===== config.mk =====
export PLATFORM = sky130hd
export DESIGN_NAME = mda_text_writer_flat
export DESIGN_NICKNAME = d
export VERILOG_FILES = /design/src/rtl/mda_pkg.sv /design/src/rtl/mda_text_writer_if.sv /design/src/rtl/mda_cell_addr.sv /design/src/rtl/mda_text_writer.sv /design/src/flat_wrapper.sv
export SDC_FILE = /design/constraint.sdc
export NUM_CORES = 1
export LEC_CHECK = 0
export CORE_ASPECT_RATIO = 2
export CORE_UTILIZATION = 30
export CTS_BUF_LIST = sky130_fd_sc_hd__clkbuf_4 sky130_fd_sc_hd__clkbuf_8
export CTS_CLUSTER_DIAMETER = 40
export DETAILED_ROUTE_END_ITERATION = 8
export MAX_ROUTING_LAYER = met4
export PLACE_DENSITY = 0.55
export SYNTH_ARGS = -nofsm -noshare
export SYNTH_HDL_FRONTEND = slang
export SYNTH_SLANG_ARGS = --single-unit

===== constraint.sdc =====
create_clock -name clk -period 6.5 [get_ports clk]
set_input_delay 0.65 -clock clk [delete_from_list [all_inputs] [get_ports clk]]
set_output_delay 0.65 -clock clk [all_outputs]
set_load 0.01 [all_outputs]

===== src/rtl/mda_pkg.sv =====
// Shared constants, control codes, FSM states and cell layout for the MDA text writer.
// Address arithmetic is fixed at 80x25 cells (11-bit addresses, max 1999).
package mda_pkg;

    localparam int COLS  = 80;
    localparam int ROWS  = 25;
    localparam int CELLS = COLS * ROWS;

    localparam logic [6:0]  LAST_COL   = 7'(COLS - 1);
    localparam logic [4:0]  LAST_ROW   = 5'(ROWS - 1);
    localparam logic [10:0] COLS_A     = 11'(COLS);
    localparam logic [10:0] SCROLL_LEN = 11'(CELLS - COLS);
    localparam logic [10:0] LAST_CELL  = 11'(CELLS - 1);

    localparam logic [7:0] CC_BS = 8'h08;
    localparam logic [7:0] CC_LF = 8'h0A;
    localparam logic [7:0] CC_FF = 8'h0C;
    localparam logic [7:0] CC_CR = 8'h0D;

    typedef enum logic [1:0] {
        ST_IDLE   = 2'd0,
        ST_PUT    = 2'd1,
        ST_SCROLL = 2'd2,
        ST_CLEAR  = 2'd3
    } state_t;

    typedef struct packed {
        logic [7:0] attr;
        logic [7:0] chr;
    } cell_t;

    function automatic logic is_printable(input logic [7:0] c);
        return !((c == CC_BS) || (c == CC_LF) || (c == CC_FF) || (c == CC_CR));
    endfunction

endpackage


===== src/rtl/mda_text_writer_if.sv =====
// Character stream in, VRAM port and cursor/status out for the MDA text writer.
// master = stream source / VRAM owner side, slave = the writer itself.
interface mda_text_writer_if;

    logic        in_valid;
    logic        in_ready;
    logic [7:0]  in_char;
    logic [7:0]  in_attr;
    logic [6:0]  cursor_col;
    logic [4:0]  cursor_row;
    logic        busy;
    logic [10:0] ram_waddr;
    logic [15:0] ram_wdata;
    logic        ram_we;
    logic [10:0] ram_raddr;
    logic        ram_re;
    logic [15:0] ram_rdata;

    modport master (
        output in_valid, in_char, in_attr, ram_rdata,
        input  in_ready, cursor_col, cursor_row, busy,
        input  ram_waddr, ram_wdata, ram_we, ram_raddr, ram_re
    );

    modport slave (
        input  in_valid, in_char, in_attr, ram_rdata,
        output in_ready, cursor_col, cursor_row, busy,
        output ram_waddr, ram_wdata, ram_we, ram_raddr, ram_re
    );

endinterface


===== src/rtl/mda_cell_addr.sv =====
// Cell address row*80+col as shift-and-add; combinational, no backpressure.
module mda_cell_addr (
    input  logic [4:0]  row,
    input  logic [6:0]  col,
    output logic [10:0] addr
);

    assign addr = {row, 6'b0} + {2'b0, row, 4'b0} + {4'b0, col};

endmodule


===== src/rtl/mda_text_writer.sv =====
// Cursor-tracking writer into MDA VRAM: one char per accept, acted on the next cycle.
// in_ready only in IDLE, so the stream is held off through PUT, SCROLL and CLEAR.
module mda_text_writer
    import mda_pkg::*;
#(
    parameter logic [7:0] FILL_ATTR = 8'h07,
    parameter logic [7:0] FILL_CHAR = 8'h20
) (
    input  logic              clk,
    input  logic              rst_n,
    mda_text_writer_if.slave  bus
);

    localparam cell_t FILL_CELL = '{attr: FILL_ATTR, chr: FILL_CHAR};

    state_t      state;
    logic [6:0]  col;
    logic [4:0]  row;
    logic [7:0]  chr_q;
    cell_t       wdata_q;
    logic        we_q;
    logic        re_q;
    logic [10:0] waddr_q;
    logic [10:0] raddr_q;
    logic [10:0] cnt;
    logic        clear_home;
    logic [10:0] cur_addr;

    logic is_pr;
    logic wrap;
    logic do_lf;

    mda_cell_addr u_cell_addr (
        .row  (row),
        .col  (col),
        .addr (cur_addr)
    );

    assign is_pr = is_printable(chr_q);
    assign wrap  = is_pr && (col == LAST_COL);
    assign do_lf = (chr_q == CC_LF) || wrap;

    always_ff @(posedge clk or negedge rst_n) begin
        if (!rst_n) begin
            state      <= ST_IDLE;
            col        <= '0;
            row        <= '0;
            chr_q      <= '0;
            wdata_q    <= '0;
            we_q       <= 1'b0;
            re_q       <= 1'b0;
            waddr_q    <= '0;
            raddr_q    <= '0;
            cnt        <= '0;
            clear_home <= 1'b0;
        end else begin
            case (state)
                ST_IDLE: begin
                    if (bus.in_valid) begin
                        chr_q   <= bus.in_char;
                        wdata_q <= '{attr: bus.in_attr, chr: bus.in_char};
                        we_q    <= is_printable(bus.in_char);
                        waddr_q <= cur_addr;
                        state   <= ST_PUT;
                    end
                end

                ST_PUT: begin
                    we_q <= 1'b0;
                    if (chr_q == CC_FF) begin
                        we_q       <= 1'b1;
                        waddr_q    <= '0;
                        wdata_q    <= FILL_CELL;
                        cnt        <= '0;
                        clear_home <= 1'b1;
                        state      <= ST_CLEAR;
                    end else begin
                        if ((chr_q == CC_CR) || wrap) begin
                            col <= '0;
                        end else if ((chr_q == CC_BS) && (col != '0)) begin
                            col <= col - 7'd1;
                        end else if (is_pr) begin
                            col <= col + 7'd1;
                        end
                        // LF on the bottom row keeps the row and shifts the screen up instead.
                        if (do_lf && (row == LAST_ROW)) begin
                            re_q    <= 1'b1;
                            raddr_q <= COLS_A;
                            cnt     <= '0;
                            state   <= ST_SCROLL;
                        end else begin
                            if (do_lf) begin
                                row <= row + 5'd1;
                            end
                            state <= ST_IDLE;
                        end
                    end
                end

                ST_SCROLL: begin
                    if (cnt == SCROLL_LEN) begin
                        re_q       <= 1'b0;
                        raddr_q    <= '0;
                        we_q       <= 1'b1;
                        waddr_q    <= SCROLL_LEN;
                        wdata_q    <= FILL_CELL;
                        cnt        <= SCROLL_LEN;
                        clear_home <= 1'b0;
                        state      <= ST_CLEAR;
                    end else begin
                        // Write trails the read by one cell, matching the 1-cycle read latency.
                        we_q    <= 1'b1;
                        waddr_q <= cnt;
                        cnt     <= cnt + 11'd1;
                        if (cnt == SCROLL_LEN - 11'd1) begin
                            re_q    <= 1'b0;
                            raddr_q <= '0;
                        end else begin
                            raddr_q <= raddr_q + 11'd1;
                        end
                    end
                end

                ST_CLEAR: begin
                    if (cnt == LAST_CELL) begin
                        we_q    <= 1'b0;
                        waddr_q <= '0;
                        state   <= ST_IDLE;
                        if (clear_home) begin
                            col <= '0;
                            row <= '0;
                        end
                    end else begin
                        cnt     <= cnt + 11'd1;
                        waddr_q <= cnt + 11'd1;
                    end
                end

                default: state <= ST_IDLE;
            endcase
        end
    end

    assign bus.in_ready   = (state == ST_IDLE);
    assign bus.busy       = (state == ST_SCROLL) || (state == ST_CLEAR);
    assign bus.cursor_col = col;
    assign bus.cursor_row = row;
    assign bus.ram_we     = we_q;
    assign bus.ram_waddr  = waddr_q;
    assign bus.ram_re     = re_q;
    assign bus.ram_raddr  = raddr_q;
    // Scroll copies pass the read data straight through to the write port.
    assign bus.ram_wdata  = (state == ST_SCROLL) ? bus.ram_rdata : wdata_q;

endmodule


===== src/flat_wrapper.sv =====
// flat-port wrapper written by rule: the top's interface ports become plain ports
module mda_text_writer_flat import mda_pkg::*;
#(
    parameter logic [7:0] FILL_ATTR = 8'h07,
    parameter logic [7:0] FILL_CHAR = 8'h20
)
  (clk, rst_n, bus_in_valid, bus_in_char, bus_in_attr, bus_ram_rdata, bus_in_ready, bus_cursor_col, bus_cursor_row, bus_busy, bus_ram_waddr, bus_ram_wdata, bus_ram_we, bus_ram_raddr, bus_ram_re);
  mda_text_writer_if bus_i ();
  input  logic clk;
  input  logic rst_n;
  input wire logic [$bits(bus_i.in_valid)-1:0] bus_in_valid;
  input wire logic [$bits(bus_i.in_char)-1:0] bus_in_char;
  input wire logic [$bits(bus_i.in_attr)-1:0] bus_in_attr;
  input wire logic [$bits(bus_i.ram_rdata)-1:0] bus_ram_rdata;
  output wire logic [$bits(bus_i.in_ready)-1:0] bus_in_ready;
  output wire logic [$bits(bus_i.cursor_col)-1:0] bus_cursor_col;
  output wire logic [$bits(bus_i.cursor_row)-1:0] bus_cursor_row;
  output wire logic [$bits(bus_i.busy)-1:0] bus_busy;
  output wire logic [$bits(bus_i.ram_waddr)-1:0] bus_ram_waddr;
  output wire logic [$bits(bus_i.ram_wdata)-1:0] bus_ram_wdata;
  output wire logic [$bits(bus_i.ram_we)-1:0] bus_ram_we;
  output wire logic [$bits(bus_i.ram_raddr)-1:0] bus_ram_raddr;
  output wire logic [$bits(bus_i.ram_re)-1:0] bus_ram_re;
  assign bus_i.in_valid = bus_in_valid;
  assign bus_i.in_char = bus_in_char;
  assign bus_i.in_attr = bus_in_attr;
  assign bus_i.ram_rdata = bus_ram_rdata;
  assign bus_in_ready = bus_i.in_ready;
  assign bus_cursor_col = bus_i.cursor_col;
  assign bus_cursor_row = bus_i.cursor_row;
  assign bus_busy = bus_i.busy;
  assign bus_ram_waddr = bus_i.ram_waddr;
  assign bus_ram_wdata = bus_i.ram_wdata;
  assign bus_ram_we = bus_i.ram_we;
  assign bus_ram_raddr = bus_i.ram_raddr;
  assign bus_ram_re = bus_i.ram_re;
  mda_text_writer #(.FILL_ATTR(FILL_ATTR), .FILL_CHAR(FILL_CHAR)) u_core (.clk(clk), .rst_n(rst_n), .bus(bus_i));
endmodule

==> qor.yml, run 1 <==
gp_congestion: 0.846
slew_headroom: 0.344
crit_start: "u_core.state[0]$_DFFE_PN0P_"
clk_latency_ns: 0.36
antenna_found_initial: 0
cts_tree: "done"
fmaxAchievable_mhz: 302
ys_types: 61
num_io_pins: 89
synth_edf_count: 0
yosysTopAreaCellShare: 0.393
dieWidth_um: 90.6
diodes: 0
synth-seq-cells: 74
fin_skew_ns: 0.0145
numPortBuffers: 88
core_mm2: 0.0153
seq_area_frac_synth: 0.393
p_total_w: 0.00189
antenna_left: 0
timing.rr.end: "u_core.bus.cursor_col[6]$_DFFE_PN0P_"
grt_max_degree: 75
ys_warn_count: 0
setup_viol: 0
seq_area_mm2: 0.00185
areaGrowthSynthToFinish_pct: 25.7
synth_top_cell_by_area: "dfrtp_1"
dp_hpwl_um: 10700
synthFlopType: "dfrtp_1"
routed_wl_um: 13800
ys_top_cells_by_area: "dfrtp_1, o21ai_0, ha_1, mux2_2, nand2_1"
status: "finished clean"
first_pass_iters: 4
cp-endpoint: "bus_ram_wdata[7]"
cts_sinks: 74
final_nets: 662
netlist_area_mm2: 0.00471
drv_slew: 0
rows: 64
fillers: 1551
via_per_inst: 5.40
clockBufferDepth: 2
clock-root-buffer: "clkbuf_8"
end_kind: "primary output"
path_max_fanout: 18
startpoint_type: "flip-flop"
synth_commonest_cells: "dfrtp_1, nand2_1, o21ai_0"
htree_levels: 3
cp.arrival_ns: 2.67
num_vias: 4341
fin_crit_ns: 3.32
initial_core_util: 0.308
drive_above_1_share: 0.0891
syn-num-nets: 589
die_h_um: 179
crit_type: "flip-flop to primary output"
dieArea_mm2: 0.0162
synthCells: 528
grt_usage: 0.179
grt_pass1_vias: 4297
cts_resized: 0
hold_buffers: 0
drtIter0Drc: 255
numCtsBuffers: 9
clkTransAtPathRegs_ns: 0.08
ff2ff_path_depth: 11
period_share: 0.510
power.leakage_nw: 2.53
async_flop_share: 1.00
crit_path_max_incr_delay_ns: 0.52
multi_input_area_mm2: 0.00267
cp.required_ns: 5.85
reg2reg_slack_ns: 3.23
placed_cell_area_mm2: 0.00574
rsz0062_at_grt: "no"
tightestPinTransition_ns: 0.985
r2r_start: "u_core.chr_q[5]$_DFFE_PN0P_"
post_cts_buffers: 0
drc: 0
synth_most_common_cell: "dfrtp_1"
max_cap_violations: 0
peakVddDrop_mv: 0.149
path_cells: "inv_1, ha_1, buf_4, mux2_2, clkdlybuf4s50_1"
hold_class: "primary input to async pin"
finalHoldViolations: 0
post-route-util: 0.388
tns_ns: 0
grt_overflow: 0
syn-mean-instance-area_um2: 8.93
wire_per_inst_um: 17.2
powerDensity_mw_per_mm2: 319
fin_area_mm2: 0.00593
crit_path_top_delay_cell: "ha_1"
grt_pass1_wl_um: 22000
cells in the final DEF (no fill, tap or decap), types with 3 or more instances in the layout:
cell type         n
nand2b_1         13
clkbuf_8         10
inv_1            19
or2_2             4
nand3_1          27
clkdlybuf4s50_1  87
a21o_1            4
a31oi_1           6
dfrtp_1          74
nand2_1          65
o311ai_0          3
nor3_1            9
mux2_2           25
nand4_1           4
buf_4             4
o31ai_1          17
nor4_1           11
ha_1             23
xor2_1            5
a21oi_1          20
xnor2_1           3
and3_1           13
nor2_1           26
o211ai_1          4
nor2b_1           7
o21ai_0          60
a22o_1            8
fa_1              3
o2bb2ai_1         4
per-stage QoR:
| step | std cells | setup WS [ns] | hold slack [ns] |
|---|---|---|---|
| floorplan | 528 | 3.62 | 0.354 |
| global placement | 788 | 3.41 | 0.462 |
| detailed placement | 788 | 3.30 | 0.465 |
| CTS | 804 | 3.19 | 0.483 |
| global route | 804 | 3.09 | 0.492 |
| finish | 804 | 3.18 | 0.412 |
power by group:
part / total (W) / leakage (nW) / internal (W) / switching, W
logic: 0.000860 / 1.48 / 0.000397 / 0.000463
registers: 0.000690 / 0.959 / 0.000576 / 0.000114
clock network: 0.000339 / 0.0933 / 0.000155 / 0.000184
logic make-up after synthesis:
group,share of synthesized area
XOR/XNOR,0.0149
AO/OA/AOI/OAI,0.208
AND/OR/NAND/NOR,0.206
buffers and inverters,0.0404
multiplexers,0.0640
flip-flops,0.393
adder cells (fa/ha/maj),0.0738
how the worst min path moves through the flow:
| stage | from | endpoint | slack (ns) |
|---|---|---|---|
| global placement | u_core.wdata_q[12]$_DFFE_PN0P_ | u_core.wdata_q[12]$_DFFE_PN0P_ | 0.46 |
| finish | rst_n | u_core.bus.cursor_col[4]$_DFFE_PN0P_ | 0.41 |
| floorplan | rst_n | async pin | 0.35 |
| global route | rst_n | u_core.bus.cursor_col[2]$_DFFE_PN0P_ | 0.49 |
| CTS | rst_n | u_core.bus.cursor_col[4]$_DFFE_PN0P_ | 0.48 |
| detailed placement | u_core.wdata_q[12]$_DFFE_PN0P_ | u_core.wdata_q[12]$_DFFE_PN0P_ | 0.46 |
routing by layer:
| layer | up-vias | wire (um) | GRT usage |
|---|---|---|---|
| met5 | - | 0 | - |
| met4 | 0 | 646 | 0.113 |
| met3 | 35 | 331 | 0.0182 |
| met2 | 114 | 7700 | 0.322 |
| met1 | 2115 | 5150 | 0.185 |
| li1 | 2077 | - | - |
critical path: cells and delay by family (launching register included):
family	cells	cell delay (ns)
buffers and inverters	3	0.98
adder cells (fa/ha/maj)	1	0.52
flip-flops	1	0.42
multiplexers	1	0.37
state kept, by name (all words and copies together), names as in the netlist, named ones only:
register and count:
u_core.bus.cursor_row 5, u_core.bus.ram_we 1, u_core.clear_home 1, u_core.bus.ram_re 1, u_core.bus.ram_waddr 11, u_core.cnt 11, u_core.wdata_q 16, u_core.bus.ram_raddr 11
u_core.chr_q 8, u_core.state 1, u_core.bus.cursor_col 7
layout make-up:
cell class | instances | share of cell area
inverters | 19 | 0.0120
flip-flops and latches | 74 | 0.312
well taps | 198 | 0.0418
multi-input cells | 406 | 0.451
repair buffers | 91 | 0.152
clock buffers | 11 | 0.0245
clock inverters | 5 | 0.00654
No activity file was read; power rests on OpenSTA's default activity.
==> inputs of run 2 (changes only) <==
==> constraint.sdc (replaced) <==
create_clock -name clk -period 3.1 [get_ports clk]
set_input_delay 0.31 -clock clk [delete_from_list [all_inputs] [get_ports clk]]
set_output_delay 0.31 -clock clk [all_outputs]
set_load 0.01 [all_outputs]
==> run 2 against run 1 <==
Critical path depth increased by 6. Largest cell class unchanged. Total power increased by 120%. Combinational power increased by 130%. Count of clock-buffer cells in the layout decreased by 1. Critical endpoint is now u_core.bus.cursor_col[6]$_DFFE_PN0P_. Core utilization increased by 1.3 points. Critical path type is now flip-flop to flip-flop. Cell count increased by 2.6%. Sequential cell count unchanged. Setup slack got worse by 3.0 ns. Die area unchanged. Sequential power increased by 100%.
==> qor.yml, run 2 (synthesized netlist as in run 1, its figures left out) <==
crit_path_max_incr_delay_ns: 0.57
drc: 0
stdcell_count: 825
fillers: 1516
fin_area_mm2: 0.00613
diodes: 0
crit_buf_inv: 1
met1_length_um: 5320
drv_slew: 0
pre_cts_ws_ns: -0.0390
fin_crit_ns: 2.94
wl_met2_um: 7550
final_cell_mix: "clkdlybuf4s50_1, dfrtp_1, nand2_1"
status: "finished clean"
cp_top_family: "simple AND/OR/NAND/NOR gates"
path_cells: "or4b_1, or2_2, nand2b_2, inv_2, ha_1, a211oi_2, o21bai_1, a21oi_1, xnor2_1, nand2b_1, mux2i_1"
dieArea_mm2: 0.0162
crit_path_top_delay_cell: "or4b_1"
max_cap_violations: 0
timing.rr.end: "u_core.bus.cursor_col[6]$_DFFE_PN0P_"
r2r_start: "u_core.chr_q[5]$_DFFE_PN0P_"
powerDensity_mw_per_mm2: 686
routed_wl_um: 13700
path_max_fanout: 6
rows: 64
setup_viol: 0
grt_usage: 0.175
clockBufferDepth: 2
period_share: 0.949
fin_skew_ns: 0.0179
clk_latency_ns: 0.37
drive_above_1_share: 0.124
num_io_pins: 89
gp_congestion: 0.891
setup_ws_ns: 0.158
seq_area_mm2: 0.00185
reg2reg_slack_ns: 0.16
core_mm2: 0.0153
crit_type: "flip-flop to flip-flop"
ff2ff_path_depth: 11
slew_headroom: 0.360
numCtsBuffers: 9
dr.max_layer_used: "met4"
dieWidth_um: 90.6
final_nets: 683
via_per_inst: 5.25
end_kind: "flip-flop"
drtIter0Drc: 191
antenna_left: 0
clock-root-buffer: "clkbuf_8"
antenna_found_initial: 0
wire_per_inst_um: 16.6
grt_pass1_wl_um: 21600
wl_met3_um: 358
grt_overflow: 0
peakVddDrop_mv: 0.246
hold_buffers: 0
areaGrowthSynthToFinish_pct: 30.0
cts_sinks: 74
cp.arrival_ns: 3.19
grt_pass1_vias: 4188
tightestPinTransition_ns: 0.961
dp_hpwl_um: 10500
layout_commonest_cell: "clkdlybuf4s50_1"
cts_tree: "done"
initial_core_util: 0.308
grt_max_degree: 75
largest_reg_flops: 16
first_pass_iters: 4
placed_cell_area_mm2: 0.00589
numPortBuffers: 88
die_h_um: 179
fmaxAchievable_mhz: 340
hold_class: "primary input to async pin"
startpoint_type: "flip-flop"
htree_levels: 3
multi_input_area_mm2: 0.00268
largest-register: "u_core.wdata_q"
clkTransAtPathRegs_ns: 0.08
num_vias: 4333
finalHoldViolations: 0
power.leakage_nw: 2.65
rsz0062_at_grt: "no"
cp.required_ns: 3.34
dp_cells: 808
[run 2: cell count changes in the layout (fill, tap and decap cells not counted)]
| cell | delta |
|---|---|
| nand2b_2 | +1 |
| clkinvlp_4 | +1 |
| a211oi_1 | -1 |
| clkbuf_8 | -1 |
| clkinv_4 | -2 |
| inv_2 | +1 |
| inv_1 | -1 |
| bufinv_16 | +2 |
| buf_4 | +21 |
| nand2b_1 | -1 |
| a211oi_2 | +1 |
[run 2: layer usage]
metal / vias to the layer above / GRT usage
li1: 2126 / -
met1: 2092 / 0.183
met2: 88 / 0.318
met3: 27 / 0.0250
met4: 0 / 0.0847
met5: - / -
[run 2: area by class of cell]
| class | instances | share of cell area |
|---|---|---|
| repair buffers | 112 | 0.173 |
| inverters | 19 | 0.0116 |
| clock inverters | 6 | 0.0145 |
| well taps | 198 | 0.0404 |
| flip-flops and latches | 74 | 0.302 |
| clock buffers | 10 | 0.0214 |
| multi-input cells | 406 | 0.437 |
[run 2: per-stage QoR]
step	util	total power, W	setup TNS, ns	hold WS [ns]
after floorplan	-	0.00250	0	0.0144
after CTS	0.400	0.00425	0	0.130
after detailed placement	0.385	0.00337	-0.0390	0.465
after global routing	0.401	0.00448	0	0.166
after global placement	0.385	0.00332	0	0.464
final	0.401	0.00420	0	0.0667
[run 2: worst register-to-register path: cells and delay by family (launching register included)]
kind | cells | cell delay [ns]
buf+inv | 1 | 0.13
mux | 1 | 0.06
compound gates | 3 | 0.56
simple gates | 4 | 1.25
flops | 1 | 0.38
fa+ha+maj | 1 | 0.29
xor+xnor | 1 | 0.15
[run 2: timing repair]
action	CTS	global route
setup endpoints to repair	1	2
setup buffers	0	1
pin swaps	0	1
resized for setup	1	2
[run 2: worst max path at each step]
stage / start / end / slack (ns) / depth (start not counted)
final: u_core.chr_q[5]$_DFFE_PN0P_ / u_core.bus.cursor_col[6]$_DFFE_PN0P_ / 0.16 / 11
after global routing: u_core.chr_q[4]$_DFFE_PN0P_ / u_core.bus.cursor_col[5]$_DFFE_PN0P_ / 0.004 / 11
after CTS: u_core.chr_q[5]$_DFFE_PN0P_ / u_core.bus.cursor_col[6]$_DFFE_PN0P_ / 0.04 / 11
after detailed placement: u_core.chr_q[5]$_DFFE_PN0P_ / u_core.bus.cursor_col[6]$_DFFE_PN0P_ / -0.04 / 11
after global placement: u_core.chr_q[5]$_DFFE_PN0P_ / u_core.bus.cursor_col[6]$_DFFE_PN0P_ / 0.07 / 11
after floorplan: u_core.chr_q[5]$_DFFE_PN0P_ / u_core.bus.cursor_col[6]$_DFFE_PN0P_ / 0.22 / 12
[run 2: report_power, final]
part           switching (W)  internal (W)  total [W]
Sequential          0.000185       0.00121    0.00139
Combinational        0.00103      0.000922    0.00195
Clock               0.000394      0.000464   0.000857
